<file path="src/rtl/adc_sample_conditioner.sv">
// ADC sample conditioner: converts offset-binary gap current/voltage codes to signed values,
// removes a calibrated zero offset, applies a moving average and a per-channel gain shift
// with 17-bit saturation. Calibration runs after reset and on cal_start.
// Optional build macro: ADC_MEDIAN3_FILTER_EN inserts a 3-tap median after stage 1.
module adc_sample_conditioner #(
  parameter int unsigned AVG_LOG2       = 2,
  parameter int unsigned CAL_LOG2       = 8,
  parameter int unsigned CUR_GAIN_SHIFT = 2,
  parameter int unsigned VOL_GAIN_SHIFT = 0
) (
  input  logic        clk,
  input  logic        rst,
  input  logic [11:0] adc_cur_raw,
  input  logic [11:0] adc_vol_raw,
  input  logic        adc_data_valid,
  input  logic        cal_start,
  input  logic        overrange_clr,
  output logic [16:0] sample_current,
  output logic [16:0] sample_voltage,
  output logic        sample_valid,
  output logic        cal_busy,
  output logic        cal_done,
  output logic        adc_overrange
);

  localparam int unsigned Depth   = 1 << AVG_LOG2;
  localparam int unsigned SumW    = 14 + AVG_LOG2;
  localparam int unsigned PtrW    = (AVG_LOG2 > 0) ? AVG_LOG2 : 1;
  localparam int unsigned FillW   = AVG_LOG2 + 1;
  localparam int unsigned CalCntW = CAL_LOG2 + 1;
  localparam logic [CalCntW-1:0] CalLast  = CalCntW'((1 << CAL_LOG2) - 1);
  localparam logic [FillW-1:0]   FillFull = FillW'(Depth);
  localparam logic [PtrW-1:0]    PtrLast  = PtrW'(Depth - 1);

  localparam logic [1:0] S_RST = 2'd0;
  localparam logic [1:0] S_CAL = 2'd1;
  localparam logic [1:0] S_RUN = 2'd2;

  logic [1:0]               r_state;
  logic                     r_ovr;
  logic                     r_s_valid;
  logic signed [12:0]       r_cur_s, r_vol_s;
  logic                     w_fe_valid;
  logic signed [12:0]       w_fe_cur, w_fe_vol;
  logic signed [23:0]       r_cur_acc, r_vol_acc;
  logic signed [23:0]       w_cur_acc_nxt, w_vol_acc_nxt;
  logic [CalCntW-1:0]       r_cal_cnt;
  logic signed [12:0]       r_cur_off, r_vol_off;
  logic                     r_cal_done;
  logic                     w_run_in, w_clr_avg, w_full, w_ovr_hit;
  logic                     r_d_valid;
  logic signed [13:0]       r_cur_d, r_vol_d;
  logic signed [13:0]       r_cur_buf [Depth];
  logic signed [13:0]       r_vol_buf [Depth];
  logic signed [13:0]       w_cur_old, w_vol_old;
  logic signed [SumW-1:0]   r_cur_sum, r_vol_sum;
  logic [PtrW-1:0]          r_ptr;
  logic [FillW-1:0]         r_fill;
  logic                     r_sum_valid;
  logic                     r_out_valid;
  logic [16:0]              r_out_cur, r_out_vol;

  assign sample_current = r_out_cur;
  assign sample_voltage = r_out_vol;
  assign sample_valid   = r_out_valid;
  assign cal_busy       = (r_state == S_CAL);
  assign cal_done       = r_cal_done;
  assign adc_overrange  = r_ovr;

  assign w_ovr_hit = adc_data_valid &&
                     (adc_cur_raw == 12'd0 || adc_cur_raw == 12'hFFF ||
                      adc_vol_raw == 12'd0 || adc_vol_raw == 12'hFFF);

  // Sticky over-range flag; a new hit outranks a simultaneous clear
  always_ff @(posedge clk or posedge rst) begin
    if (rst) r_ovr <= 1'b0;
    else if (w_ovr_hit) r_ovr <= 1'b1;
    else if (overrange_clr) r_ovr <= 1'b0;
  end

  // Stage 1: offset-binary to signed, captured on each valid strobe
  always_ff @(posedge clk or posedge rst) begin
    if (rst) begin
      r_s_valid <= 1'b0;
      r_cur_s   <= '0;
      r_vol_s   <= '0;
    end else begin
      r_s_valid <= adc_data_valid;
      if (adc_data_valid) begin
        r_cur_s <= $signed({1'b0, adc_cur_raw}) - 13'sd2048;
        r_vol_s <= $signed({1'b0, adc_vol_raw}) - 13'sd2048;
      end
    end
  end

`ifdef ADC_MEDIAN3_FILTER_EN
  logic                 w_cal_enter;
  logic                 r_m_valid;
  logic [1:0]           r_med_cnt;
  logic signed [12:0]   r_cur_h1, r_cur_h2, r_vol_h1, r_vol_h2, r_cur_m, r_vol_m;

  // History restarts whenever a calibration begins
  assign w_cal_enter = (r_state == S_RST) || cal_start;

  function automatic logic signed [12:0] med3(input logic signed [12:0] a,
                                              input logic signed [12:0] b,
                                              input logic signed [12:0] c);
    logic signed [12:0] lo, hi;
    lo = (a < b) ? a : b;
    hi = (a < b) ? b : a;
    med3 = (c < lo) ? lo : ((c > hi) ? hi : c);
  endfunction

  // Median of the newest three stage-1 values; the first two after a clear pass through
  always_ff @(posedge clk or posedge rst) begin
    if (rst) begin
      r_m_valid <= 1'b0;
      r_med_cnt <= 2'd0;
      r_cur_h1  <= '0;
      r_cur_h2  <= '0;
      r_vol_h1  <= '0;
      r_vol_h2  <= '0;
      r_cur_m   <= '0;
      r_vol_m   <= '0;
    end else begin
      r_m_valid <= r_s_valid && !w_cal_enter;
      if (w_cal_enter) begin
        r_med_cnt <= 2'd0;
        r_cur_h1  <= '0;
        r_cur_h2  <= '0;
        r_vol_h1  <= '0;
        r_vol_h2  <= '0;
      end else if (r_s_valid) begin
        r_cur_m  <= (r_med_cnt == 2'd2) ? med3(r_cur_s, r_cur_h1, r_cur_h2) : r_cur_s;
        r_vol_m  <= (r_med_cnt == 2'd2) ? med3(r_vol_s, r_vol_h1, r_vol_h2) : r_vol_s;
        r_cur_h1 <= r_cur_s;
        r_cur_h2 <= r_cur_h1;
        r_vol_h1 <= r_vol_s;
        r_vol_h2 <= r_vol_h1;
        if (r_med_cnt != 2'd2) r_med_cnt <= r_med_cnt + 2'd1;
      end
    end
  end

  assign w_fe_valid = r_m_valid;
  assign w_fe_cur   = r_cur_m;
  assign w_fe_vol   = r_vol_m;
`else
  assign w_fe_valid = r_s_valid;
  assign w_fe_cur   = r_cur_s;
  assign w_fe_vol   = r_vol_s;
`endif

  assign w_cur_acc_nxt = r_cur_acc + 24'(w_fe_cur);
  assign w_vol_acc_nxt = r_vol_acc + 24'(w_fe_vol);

  // Control FSM and offset calibration; cal_start always restarts from count 0
  always_ff @(posedge clk or posedge rst) begin
    if (rst) begin
      r_state    <= S_RST;
      r_cur_acc  <= '0;
      r_vol_acc  <= '0;
      r_cal_cnt  <= '0;
      r_cur_off  <= '0;
      r_vol_off  <= '0;
      r_cal_done <= 1'b0;
    end else begin
      r_cal_done <= 1'b0;
      case (r_state)
        S_RST: r_state <= S_CAL;
        S_CAL: begin
          if (cal_start) begin
            r_cur_acc <= '0;
            r_vol_acc <= '0;
            r_cal_cnt <= '0;
          end else if (w_fe_valid) begin
            if (r_cal_cnt == CalLast) begin
              r_cur_off  <= 13'(w_cur_acc_nxt >>> CAL_LOG2);
              r_vol_off  <= 13'(w_vol_acc_nxt >>> CAL_LOG2);
              r_cur_acc  <= '0;
              r_vol_acc  <= '0;
              r_cal_cnt  <= '0;
              r_cal_done <= 1'b1;
              r_state    <= S_RUN;
            end else begin
              r_cur_acc <= w_cur_acc_nxt;
              r_vol_acc <= w_vol_acc_nxt;
              r_cal_cnt <= r_cal_cnt + CalCntW'(1);
            end
          end
        end
        S_RUN: begin
          if (cal_start) begin
            r_state   <= S_CAL;
            r_cur_acc <= '0;
            r_vol_acc <= '0;
            r_cal_cnt <= '0;
          end
        end
        default: r_state <= S_RST;
      endcase
    end
  end

  assign w_run_in  = w_fe_valid && (r_state == S_RUN) && !cal_start;
  assign w_clr_avg = (r_state == S_RUN) && cal_start;

  // Stage 2: offset removal, only while running
  always_ff @(posedge clk or posedge rst) begin
    if (rst) begin
      r_d_valid <= 1'b0;
      r_cur_d   <= '0;
      r_vol_d   <= '0;
    end else begin
      r_d_valid <= w_run_in;
      if (w_run_in) begin
        r_cur_d <= 14'(w_fe_cur) - 14'(r_cur_off);
        r_vol_d <= 14'(w_fe_vol) - 14'(r_vol_off);
      end
    end
  end

  // Until the ring is full the evicted entry counts as zero, so the average ramps up
  assign w_full    = (r_fill == FillFull);
  assign w_cur_old = w_full ? r_cur_buf[r_ptr] : '0;
  assign w_vol_old = w_full ? r_vol_buf[r_ptr] : '0;

  // Stage 3: running-sum moving average over a ring buffer
  always_ff @(posedge clk or posedge rst) begin
    if (rst) begin
      for (int i = 0; i < Depth; i++) begin
        r_cur_buf[i] <= '0;
        r_vol_buf[i] <= '0;
      end
      r_cur_sum   <= '0;
      r_vol_sum   <= '0;
      r_ptr       <= '0;
      r_fill      <= '0;
      r_sum_valid <= 1'b0;
    end else begin
      r_sum_valid <= r_d_valid && !w_clr_avg;
      if (w_clr_avg) begin
        r_cur_sum <= '0;
        r_vol_sum <= '0;
        r_ptr     <= '0;
        r_fill    <= '0;
      end else if (r_d_valid) begin
        r_cur_sum        <= r_cur_sum + SumW'(r_cur_d) - SumW'(w_cur_old);
        r_vol_sum        <= r_vol_sum + SumW'(r_vol_d) - SumW'(w_vol_old);
        r_cur_buf[r_ptr] <= r_cur_d;
        r_vol_buf[r_ptr] <= r_vol_d;
        r_ptr            <= (r_ptr == PtrLast) ? '0 : r_ptr + PtrW'(1);
        if (!w_full) r_fill <= r_fill + FillW'(1);
      end
    end
  end

  function automatic logic [16:0] scale_sat(input logic signed [SumW-1:0] sum,
                                            input int unsigned shift);
    logic signed [31:0] avg, scaled;
    avg    = 32'(sum) >>> AVG_LOG2;
    scaled = avg <<< shift;
    if (scaled > 32'sd65535) scale_sat = 17'h0FFFF;
    else if (scaled < -32'sd65536) scale_sat = 17'h10000;
    else scale_sat = scaled[16:0];
  endfunction

  // Stage 4: divide, apply gain, saturate; outputs hold between valid strobes
  always_ff @(posedge clk or posedge rst) begin
    if (rst) begin
      r_out_valid <= 1'b0;
      r_out_cur   <= '0;
      r_out_vol   <= '0;
    end else begin
      r_out_valid <= r_sum_valid && !w_clr_avg;
      if (r_sum_valid && !w_clr_avg) begin
        r_out_cur <= scale_sat(r_cur_sum, CUR_GAIN_SHIFT);
        r_out_vol <= scale_sat(r_vol_sum, VOL_GAIN_SHIFT);
      end
    end
  end

endmodule

</file>
<file path="config.mk">
export PLATFORM = sky130hd
export DESIGN_NAME = adc_sample_conditioner
export DESIGN_NICKNAME = d
export VERILOG_FILES = /design/src/rtl/adc_sample_conditioner.sv
export SDC_FILE = /design/constraint.sdc
export NUM_CORES = 1
export LEC_CHECK = 0
export ABC_AREA = 0
export ABC_CLOCK_PERIOD_IN_PS = 11210
export BUFFER_PORTS_ARGS = -buffer_cell sky130_fd_sc_hd__buf_2
export CAP_MARGIN = 10
export CORE_MARGIN = 2
export CORE_UTILIZATION = 55
export CTS_CLUSTER_DIAMETER = 150
export CTS_CLUSTER_SIZE = 30
export DETAILED_ROUTE_END_ITERATION = 7
export GPL_TIMING_DRIVEN = 0
export PLACE_DENSITY = 0.79
export SYNTH_ARGS = -nofsm -noshare
export SYNTH_HDL_FRONTEND = slang
export SYNTH_SLANG_ARGS = --single-unit
</file>
<file path="constraint.sdc">
create_clock -name clk -period 11.21 [get_ports clk]
set_input_delay 1.121 -clock clk [delete_from_list [all_inputs] [get_ports clk]]
set_output_delay 1.121 -clock clk [all_outputs]
set_load 0.05 [all_outputs]
</file>
==> results of run 1 <==
-- cells by family after synthesis --
family          share of synthesized area [%]
mux                                      6.81
buf+inv                                  5.70
compound gates                           17.4
xor+xnor                                 2.96
fa+ha+maj                                11.4
flops                                    43.3
simple gates                             12.3
other cells                            0.0206
-- final cells by class --
| cell class | instances | share of cell area, % |
|---|---|---|
| Clock buffer | 15 | 1.92 |
| Inverter | 187 | 3.63 |
| Buffer | 82 | 1.72 |
| Timing Repair Buffer | 65 | 1.90 |
| Clock inverter | 1 | 0.0833 |
| Tap cell | 442 | 2.83 |
| Sequential cell | 315 | 40.4 |
| Multi-Input combinational cell | 1290 | 47.6 |
-- tightest hold or removal path: cells and delay by family (launching register included) --
family | cells | cell delay, ns
DFF | 1 | 0.36
AOI/OAI and AO/OA | 1 | 0.06
and+or+nand+nor | 1 | 0.05
-- worst max-delay path by stage --
stage,from,endpoint,slack (ns),depth (start not counted)
final,r_ptr[0],r_cur_sum[11],6.67,14
after global routing,r_ptr[0],r_cur_sum[11],6.28,14
after global placement,rst,sample_current[7],-1.67,2
after floorplan,rst,adc_overrange,1.37,1
after CTS,r_ptr[0],r_cur_sum[14],6.66,14
after detailed placement,r_ptr[0],r_cur_sum[14],6.68,14
-- metal layers --
| metal | wire length [µm] | vias to the layer above |
|---|---|---|
| met2 | 20800 | 455 |
| met3 | 2090 | 87 |
| met5 | 0 | - |
| li1 | - | 6662 |
| met4 | 1340 | 0 |
| met1 | 18500 | 6821 |
-- report_power, final --
part | leakage [µW] | internal, µW | switching (µW)
logic | 0.00482 | 205 | 306
registers | 0.00402 | 1180 | 37.5
clock network | 0.000192 | 246 | 355
total | 0.00903 | 1630 | 698
-- registers in the layout, indices dropped and copies added (netlist names), 15 cells and up --
| name | cells |
|---|---|
| r_cur_sum | 16 |
| sample_voltage | 15 |
| r_cur_buf | 56 |
| r_vol_buf | 56 |
| r_vol_sum | 16 |
| r_vol_acc | 21 |
| r_cur_acc | 21 |
-- through the flow --
stage | util [%] | setup slack (ns) | cell area (µm²) | std cells | power [µW]
6_report | 60.0 | 6.67 | 19500 | 2397 | 2330
5_1_grt | 60.0 | 6.28 | 19500 | 2397 | 2440
4_1_cts | 60.0 | 6.66 | 19500 | 2397 | 2330
3_5_place_dp | 58.8 | 6.68 | 19100 | 2381 | 1730
3_3_place_gp | 58.6 | -1.67 | 19100 | 2379 | 1710
2_1_floorplan | - | 1.37 | 18200 | 1874 | 1610
-- synthesized netlist by cell type (6+ instances only) --
| library cell | count | area, µm² |
|---|---|---|
| dfrtp_1 | 315 | 7880 |
| a211oi_1 | 21 | 158 |
| fa_1 | 34 | 681 |
| mux2_2 | 51 | 574 |
| mux4_2 | 26 | 586 |
| xnor2_1 | 34 | 298 |
| nor2_1 | 76 | 285 |
| a21o_1 | 20 | 150 |
| inv_1 | 186 | 698 |
| o22a_1 | 14 | 123 |
| nor2b_1 | 41 | 257 |
| a21oi_1 | 90 | 450 |
| or3_1 | 7 | 43.8 |
| nor4_1 | 7 | 43.8 |
| nor3_1 | 27 | 135 |
| a22o_1 | 28 | 245 |
| o21a_1 | 23 | 173 |
| nand3_1 | 28 | 140 |
| and3_1 | 6 | 37.5 |
| nand2b_1 | 17 | 106 |
| a31oi_1 | 12 | 75.1 |
| xor2_1 | 25 | 219 |
| nand3b_1 | 6 | 45.0 |
| buf_1 | 10 | 37.5 |
| buf_2 | 7 | 35.0 |
| nand2_1 | 238 | 893 |
| mux2i_1 | 8 | 80.1 |
| and2_1 | 7 | 43.8 |
| a21boi_0 | 7 | 52.6 |
| clkbuf_1 | 60 | 225 |
| ha_1 | 112 | 1400 |
| o22ai_1 | 6 | 37.5 |
| o21ai_0 | 211 | 1060 |
| o211ai_1 | 14 | 105 |
| o31ai_1 | 9 | 67.6 |
| nand4_1 | 16 | 100 |
==> results.json, run 1 <==
{
  "cp_slowest_cell": "mux4_2",
  "min-delay-start": "r_vol_d[8]",
  "ant_nets": 0,
  "met2_usage_pct": 44.2,
  "cts_buffers": 14,
  "cts.path.max_buffers": 3,
  "synth_flop_cell": "dfrtp_1",
  "yosys_warnings": 0,
  "place_hpwl_um": 32400,
  "cts_root_buffer": "clkbuf_16",
  "dieWidth_um": 186,
  "ir_worst_vdd_uv": 88.7,
  "viasPerCell": 5.85,
  "clock_latency_ns": 0.52,
  "holdWs_ns": 0.491,
  "track_usage_pct": 25.6,
  "fin_nets": 2130,
  "antenna_found_initial": 0,
  "whs_endpoint": "r_vol_d[8]",
  "clkTransAtPathRegs_ns": 0.12,
  "io_pins": 67,
  "drt_iter0_drc": 1105,
  "drc_errors": 0,
  "path_buf_inv": 3,
  "ys_async_sr_fraction_pct": 100,
  "finClkSkew_ns": 0.0246,
  "worstReg2RegStart": "r_ptr[0]",
  "num_vias": 14025,
  "die-area_mm2": 0.0346,
  "use_met1_pct": 34.2,
  "grt_max_degree": 122,
  "drt_wl_total_um": 42700,
  "start_util_pct": 55.9,
  "setup_viol": 0,
  "worstPathCellList": "clkbuf_1 -> buf_2 -> mux4_2 -> nor2b_1 -> fa_1 -> inv_1 -> ha_1 -> a211oi_1 -> nor2_1 -> a21oi_1 -> nand2b_1 -> a21o_1 -> a2111oi_0 -> a211oi_1",
  "rsz0062_at_grt": "no",
  "cp_max_fo": 10,
  "hold_viol_final": 0,
  "syn_avg_cell_area_um2": 9.72,
  "endpoint_kind": "flip-flop",
  "drv_slew": 0,
  "crit_family": "compound AO/OA/AOI/OAI gates",
  "cts_resized": 0,
  "grt_pass1_wl_um": 70500,
  "wl_per_cell_um": 17.8,
  "multiInputGateArea_mm2": 0.00929,
  "hold_class": "reg -> reg",
  "groute.layer.met3.usage_pct": 2.35,
  "drtPass1Iterations": 5,
  "ys_seq_area_share_pct": 43.3,
  "fmax_mhz": 220,
  "overflow": 0,
  "netlist_area_mm2": 0.0182,
  "h-tree-depth": 1,
  "required_ns": 11.59,
  "synthDistinctLibCells": 73,
  "final_common_cell": "dfrtp_1",
  "fillCellCount": 2771,
  "slowest_delay_ns": 0.57,
  "path_common_cell": "a211oi_1",
  "start_kind": "flip-flop",
  "area_delta_synth_final_pct": 7.29,
  "regArea_mm2": 0.00788,
  "core-area_mm2": 0.0325,
  "status": "completed",
  "power.leakage_uw": 0.00903,
  "power_density_mw_per_mm2": 119,
  "holdPathStages": 2,
  "maxCapViolCount": 0,
  "grt_pass1_vias": 13936,
  "period_share_pct": 40.5,
  "rr_worst_depth": 14,
  "r2r-end": "r_cur_sum[11]",
  "crit_arrival_ns": 4.92,
  "ys_seq_elements": 315,
  "io_buffers": 63,
  "cts_tree": "yes",
  "slew_headroom_pct": 43.6,
  "cts_sinks": 315,
  "num_rows": 66,
  "syn_inst": 1873,
  "layout-drive-gt1-share_pct": 9.41,
  "post_cts.repair.setup_buffers": 0,
  "dieHeight_um": 186,
  "path_class": "reg -> reg",
  "tightest_slew_ns": 0.846,
  "diodes": 0,
  "cts_hold_buf": 0,
  "rrSetupSlack_ns": 6.67,
  "top_usage_layer": "met2",
  "globalplace.congestion": 0.902,
  "final_cell_mix": "315 x dfrtp_1, 238 x nand2_1, 211 x o21ai_0",
  "period_needed_ns": 4.54,
  "synth_edf_count": 0,
  "fin_setup_tns_ns": 0
}
No activity file was read; power rests on OpenSTA's default activity.
==> run 2: changes to the inputs <==
Settings changed: ABC_AREA 0 to 1, ABC_CLOCK_PERIOD_IN_PS 11210 to 4700.
Clock period 11.21 ns to 4.7 ns, I/O delays scaled along.
==> results.json, run 2 <==
{
  "slew_headroom_pct": 53.1,
  "ys_seq_area_share_pct": 39.9,
  "diodes": 0,
  "cts_root_buffer": "clkbuf_16",
  "post_cts.repair.setup_buffers": 0,
  "dieHeight_um": 193,
  "period_needed_ns": 3.98,
  "instances_no_fill": 3228,
  "min-delay-start": "adc_data_valid",
  "rr_worst_depth": 16,
  "cts_sinks": 315,
  "antenna_found_initial": 0,
  "start_kind": "flip-flop",
  "final_cell_mix": "797 x nand2_1, 362 x inv_1, 315 x dfrtp_1",
  "yosysTopAreaCellShare_pct": 39.9,
  "endpoint_kind": "flip-flop",
  "fillCellCount": 3254,
  "drc_errors": 0,
  "placed_area_mm2": 0.0208,
  "worstReg2RegStart": "r_fill[0]",
  "worstPathCellList": "inv_1 -> ha_1 -> nand2_1 -> clkbuf_1 -> clkbuf_1 -> a21oi_1 -> fa_1 -> fa_1 -> o21ai_0 -> nand2_1 -> nand2_1 -> nand2_1 -> nand2_1 -> nand2_1 -> nand3_1 -> nand2_1",
  "grt_pass1_wl_um": 86400,
  "hold_viol_final": 0,
  "post-route-cell-area_mm2": 0.0212,
  "io_buffers": 64,
  "layout-drive-gt1-share_pct": 6.18,
  "syn_avg_cell_area_um2": 7.37,
  "yosys-top-cells-area": "dfrtp_1 40%, nand2_1 15%, ha_1 7.1%, inv_1 6.9%, o21ai_0 6.5%",
  "viasPerCell": 5.46,
  "holdPathStages": 1,
  "status": "completed",
  "overflow": 0,
  "path_class": "reg -> reg",
  "rrSetupSlack_ns": 0.72,
  "syn_inst": 2677,
  "drt_iter0_drc": 1106,
  "tightest_slew_ns": 0.704,
  "wl_per_cell_um": 16.2,
  "die-area_mm2": 0.0374,
  "synth_area_leader_cell": "dfrtp_1",
  "drt_wl_total_um": 52200,
  "yosys_warnings": 0,
  "cp_max_fo": 10,
  "grt_pass1_vias": 17216,
  "drtPass1Iterations": 5,
  "dp.cells": 3211,
  "h-tree-depth": 1,
  "fin_nets": 2942,
  "fmax_mhz": 251,
  "dieWidth_um": 193,
  "clock_latency_ns": 0.53,
  "finClkSkew_ns": 0.0268,
  "num_rows": 69,
  "core-area_mm2": 0.0355,
  "power_density_mw_per_mm2": 286,
  "ys_seq_elements": 315,
  "maxCapViolCount": 0,
  "io_pins": 67,
  "path_common_cell": "nand2_1",
  "power.leakage_uw": 0.0111,
  "slowest_delay_ns": 0.55,
  "synth_edf_count": 0,
  "final_common_cell": "nand2_1",
  "cts_resized": 0,
  "dp_slack_ns": 0.824,
  "cts_tree": "yes",
  "setup_viol": 0,
  "crit_arrival_ns": 4.40,
  "hold_class": "in -> reg",
  "period_share_pct": 84.8,
  "whs_endpoint": "r_s_valid",
  "largestRegisters": "r_cur_buf x56, r_vol_buf x56",
  "start_util_pct": 55.6,
  "holdWs_ns": 0.164,
  "synth_flop_cell": "dfrtp_1",
  "rsz0062_at_grt": "no",
  "globalplace.congestion": 0.958,
  "netlist_area_mm2": 0.0197,
  "clkTransAtPathRegs_ns": 0.13,
  "grt_max_degree": 43,
  "drv_slew": 0,
  "cp_slowest_cell": "clkbuf_1",
  "ant_nets": 0,
  "ys_async_sr_fraction_pct": 100,
  "area_delta_synth_final_pct": 7.43,
  "cts_buffers": 14,
  "synthDistinctLibCells": 45,
  "ir_worst_vdd_uv": 293,
  "track_usage_pct": 28.0,
  "power_uw": 6070,
  "place_hpwl_um": 41100,
  "yosysMostFrequentCell": "nand2_1",
  "synthTopCellsByCount": "797 x nand2_1, 363 x inv_1, 315 x dfrtp_1",
  "required_ns": 5.12,
  "cts.path.max_buffers": 3,
  "r2r-end": "r_cur_sum[14]",
  "setup_slack_ns": 0.717,
  "num_vias": 17625
}
[run 2: cell count changes after synthesis, moves of 22 or more]
cell,previous run,this run
mux2_2,51,0
buf_2,7,32
a21oi_1,90,112
nand2_1,238,797
mux4_2,26,0
o21ai_0,211,258
a22o_1,28,0
o21ai_1,2,35
o21a_1,23,0
nand3_1,28,147
nor2b_1,41,0
inv_1,186,363
nor2_1,76,242
clkbuf_1,60,35
[run 2: routing by layer]
metal	up-vias	wire length, µm	global-route usage [%]	share of wire, %
met4	0	1710	9.61	3.3
met3	98	2200	2.16	4.2
met5	-	0	0	0
met2	518	25400	49.7	49
met1	8326	22800	36.3	44
li1	8683	-	-	-
[run 2: worst max-delay path by stage]
stage	from	endpoint	slack, ns
after detailed placement	r_fill[0]	r_cur_sum[14]	0.82
after global routing	r_fill[0]	r_cur_sum[12]	0.58
after CTS	r_fill[0]	r_cur_sum[14]	0.78
after global placement	rst	r_cur_acc[13]	-1.75
after floorplan	rst	adc_overrange	0.03
final	r_fill[0]	r_cur_sum[14]	0.72
[run 2: repair_timing]
action | in CTS | in global routing
endpoints found under the setup margin | 0 | 0
hold endpoints to repair | 21 | 0
hold buffers | 1 | 0
[run 2: final cells by class]
type                            count  area, µm²  share of cell area, %
Inverter                          370       1400                   6.58
Multi-Input combinational cell   1907      10000                   47.2
Timing Repair Buffer               73        490                   2.31
Sequential cell                   315       7880                   37.2
Clock inverter                      1       16.3                 0.0767
Clock buffer                       15        375                   1.77
Buffer                             86        464                   2.19
Tap cell                          461        577                   2.72
[run 2: per-stage QoR]
stage                     util (%)  setup TNS [ns]
after floorplan                  -               0
after global placement        58.2         -540.67
after detailed placement      58.6               0
after CTS                     59.7               0
after global routing          59.7               0
final                         59.7               0
[run 2: report_power, final]
part	switching, µW	leakage, µW	internal, µW
clock network	894	0.000192	589
registers	112	0.00407	2850
logic	1060	0.00686	566
[run 2: worst max-delay path: cells and delay by family (launching register included)]
kind / cells / cell delay, ns
adders and majority gates: 3 / 1.20
DFF: 1 / 0.37
and+or+nand+nor: 8 / 0.67
AOI/OAI and AO/OA: 2 / 0.59
buffers and inverters: 3 / 1.04
[run 2: kinds of logic after synthesis]
| logic type | Yosys count | synth area share (%) |
|---|---|---|
| AND/OR/NAND/NOR | 1284 | 27.1 |
| buffers and inverters | 456 | 9.40 |
| AO/OA/AOI/OAI | 445 | 11.7 |
| flip-flops | 315 | 39.9 |
| adder cells (fa/ha/maj) | 146 | 10.6 |
| XOR/XNOR | 29 | 1.29 |
| other | 1 | 0.0190 |
| multiplexers | 1 | 0.0507 |
==> run 3: changes to the inputs <==
Settings changed: ABC_AREA 1 to 0, ABC_CLOCK_PERIOD_IN_PS 4700 to 3300, PLACE_DENSITY 0.79 to 0.82.
Clock period 4.7 ns to 3.3 ns, I/O delays scaled along.
==> results.json, run 3 (synthesis results as in run 1) <==
{
  "rr_worst_depth": 13,
  "required_ns": 3.68,
  "hold_viol_final": 0,
  "drc_errors": 0,
  "slowest_delay_ns": 0.52,
  "diodes": 0,
  "drv_slew": 0,
  "die-area_mm2": 0.0346,
  "grt_pass1_wl_um": 74200,
  "finClkSkew_ns": 0.0198,
  "min-delay-start": "adc_vol_raw[11]",
  "final_common_cell": "dfrtp_1",
  "pwr-share-clk_pct": 26.1,
  "path_common_cell": "nor2b_4",
  "num_rows": 66,
  "num_vias": 14408,
  "worstReg2RegStart": "r_ptr[0]",
  "wl_per_cell_um": 18.6,
  "place_hpwl_um": 33300,
  "violations": "negative setup slack",
  "placed_area_mm2": 0.0194,
  "drtPass1Iterations": 6,
  "overflow": 0,
  "seqPwrFrac_pct": 52.1,
  "dieHeight_um": 186,
  "h-tree-depth": 1,
  "setup_slack_ns": -0.455,
  "dieWidth_um": 186,
  "ant_nets": 0,
  "largestRegisters": "r_cur_buf x56, r_vol_buf x56",
  "rrSetupSlack_ns": -0.46,
  "power.leakage_uw": 0.00938,
  "core-area_mm2": 0.0325,
  "cp_max_fo": 7,
  "crit_family": "compound AO/OA/AOI/OAI gates",
  "cts_tree": "yes",
  "whs_endpoint": "r_vol_s[11]",
  "setup_viol": 21,
  "dp_slack_ns": -0.698,
  "final_util_pct": 64.0,
  "holdWs_ns": 0.0343,
  "track_usage_pct": 26.8,
  "drt_iter0_drc": 1187,
  "cts_buffers": 14,
  "hold_class": "in -> reg",
  "grt_max_degree": 44,
  "final_cell_mix": "315 x dfrtp_1, 235 x nand2_1, 202 x o21ai_0",
  "maxCapViolCount": 0,
  "drt_wl_total_um": 45500,
  "ir_worst_vdd_uv": 421,
  "period_share_pct": 114,
  "crit_arrival_ns": 4.13,
  "viasPerCell": 5.90,
  "io_pins": 67,
  "area_delta_synth_final_pct": 14.4,
  "post-route-cell-area_mm2": 0.0208,
  "switchingPower_uw": 2380,
  "layout-drive-gt1-share_pct": 17.3,
  "power_uw": 7920,
  "worstPathCellList": "clkbuf_16 -> buf_12 -> mux4_2 -> nor2b_4 -> fa_1 -> fa_2 -> nor2b_4 -> o31a_1 -> o21ai_2 -> a21oi_2 -> o21ai_1 -> nor4b_1 -> a2111oi_0",
  "period_needed_ns": 3.76,
  "fmax_mhz": 266,
  "grt_pass1_vias": 14675,
  "path_class": "reg -> reg",
  "p_sw_share_pct": 30.0,
  "status": "complete, but fails checks",
  "start_kind": "flip-flop",
  "cts.path.max_buffers": 3,
  "p_int_uw": 5550,
  "holdPathStages": 2,
  "pwr-share-comb_pct": 21.9,
  "cts_root_buffer": "clkbuf_16",
  "slew_headroom_pct": 36.9,
  "rsz0062_at_grt": "yes",
  "endpoint_kind": "flip-flop",
  "clock_latency_ns": 0.51,
  "antenna_found_initial": 0,
  "globalplace.congestion": 0.913,
  "tightest_slew_ns": 0.946,
  "start_util_pct": 55.9,
  "path_buf_inv": 2,
  "cp_slowest_cell": "mux4_2",
  "cts_sinks": 315,
  "r2r-end": "r_cur_sum[8]",
  "power_density_mw_per_mm2": 380,
  "io_buffers": 63,
  "fin_nets": 2174,
  "clkTransAtPathRegs_ns": 0.11
}
-- run 3: cell type report --
type	count	area, µm²
Buffer	82	419
Clock buffer	15	375
Clock inverter	1	16.3
Fill cell	2589	11700
Inverter	187	706
Multi-Input combinational cell	1290	10100
Sequential cell	315	7880
Tap cell	442	553
Timing Repair Buffer	109	778
-- run 3: metrics by stage --
stage | instances | setup TNS, ns
2_1_floorplan | 1874 | -386.77
3_3_place_gp | 2379 | -891.01
3_5_place_dp | 2387 | -6.19
4_1_cts | 2428 | -4.28
5_1_grt | 2441 | -8.65
6_report | 2441 | -5.62
-- run 3: routing by layer --
metal,up-vias,track usage [%],routed length [µm]
met3,138,2.60,2310
met5,-,0,0
li1,6738,-,-
met2,497,46.4,22200
met1,7035,35.3,19100
met4,0,9.54,1900
-- run 3: power by group through the flow --
stage	registers [µW]	clock network, µW	logic, µW
floorplan	4150	0	1320
global placement	4190	0	1620
detailed placement	4190	0	1700
CTS	4120	2100	1720
global route	4140	2230	1940
finish	4120	2070	1730
-- run 3: worst reg2reg max path: cells and delay by family, from the launching register on --
kind | cells | cell delay [ns]
compound gates | 5 | 1.04
buf+inv | 2 | 0.32
flops | 1 | 0.41
simple gates | 3 | 0.44
fa+ha+maj | 2 | 0.90
mux | 1 | 0.52
-- run 3: how the worst max path moves through the flow --
stage / from / end / cells past startpoint
after floorplan: rst / adc_overrange / 1
after global placement: rst / sample_current[10] / 2
after detailed placement: r_ptr[0] / r_cur_sum[14] / 14
after CTS: r_ptr[0] / r_cur_sum[14] / 14
after global routing: r_ptr[0] / r_cur_sum[8] / 16
final: r_ptr[0] / r_cur_sum[8] / 13
-- run 3: timing repair --
action,in CTS,in global routing
resized for setup,88,58
setup endpoints to repair,22,23
pin swaps,40,39
hold buffers,4,0
setup buffers,21,15
cloned,1,0
hold endpoints to repair,22,0
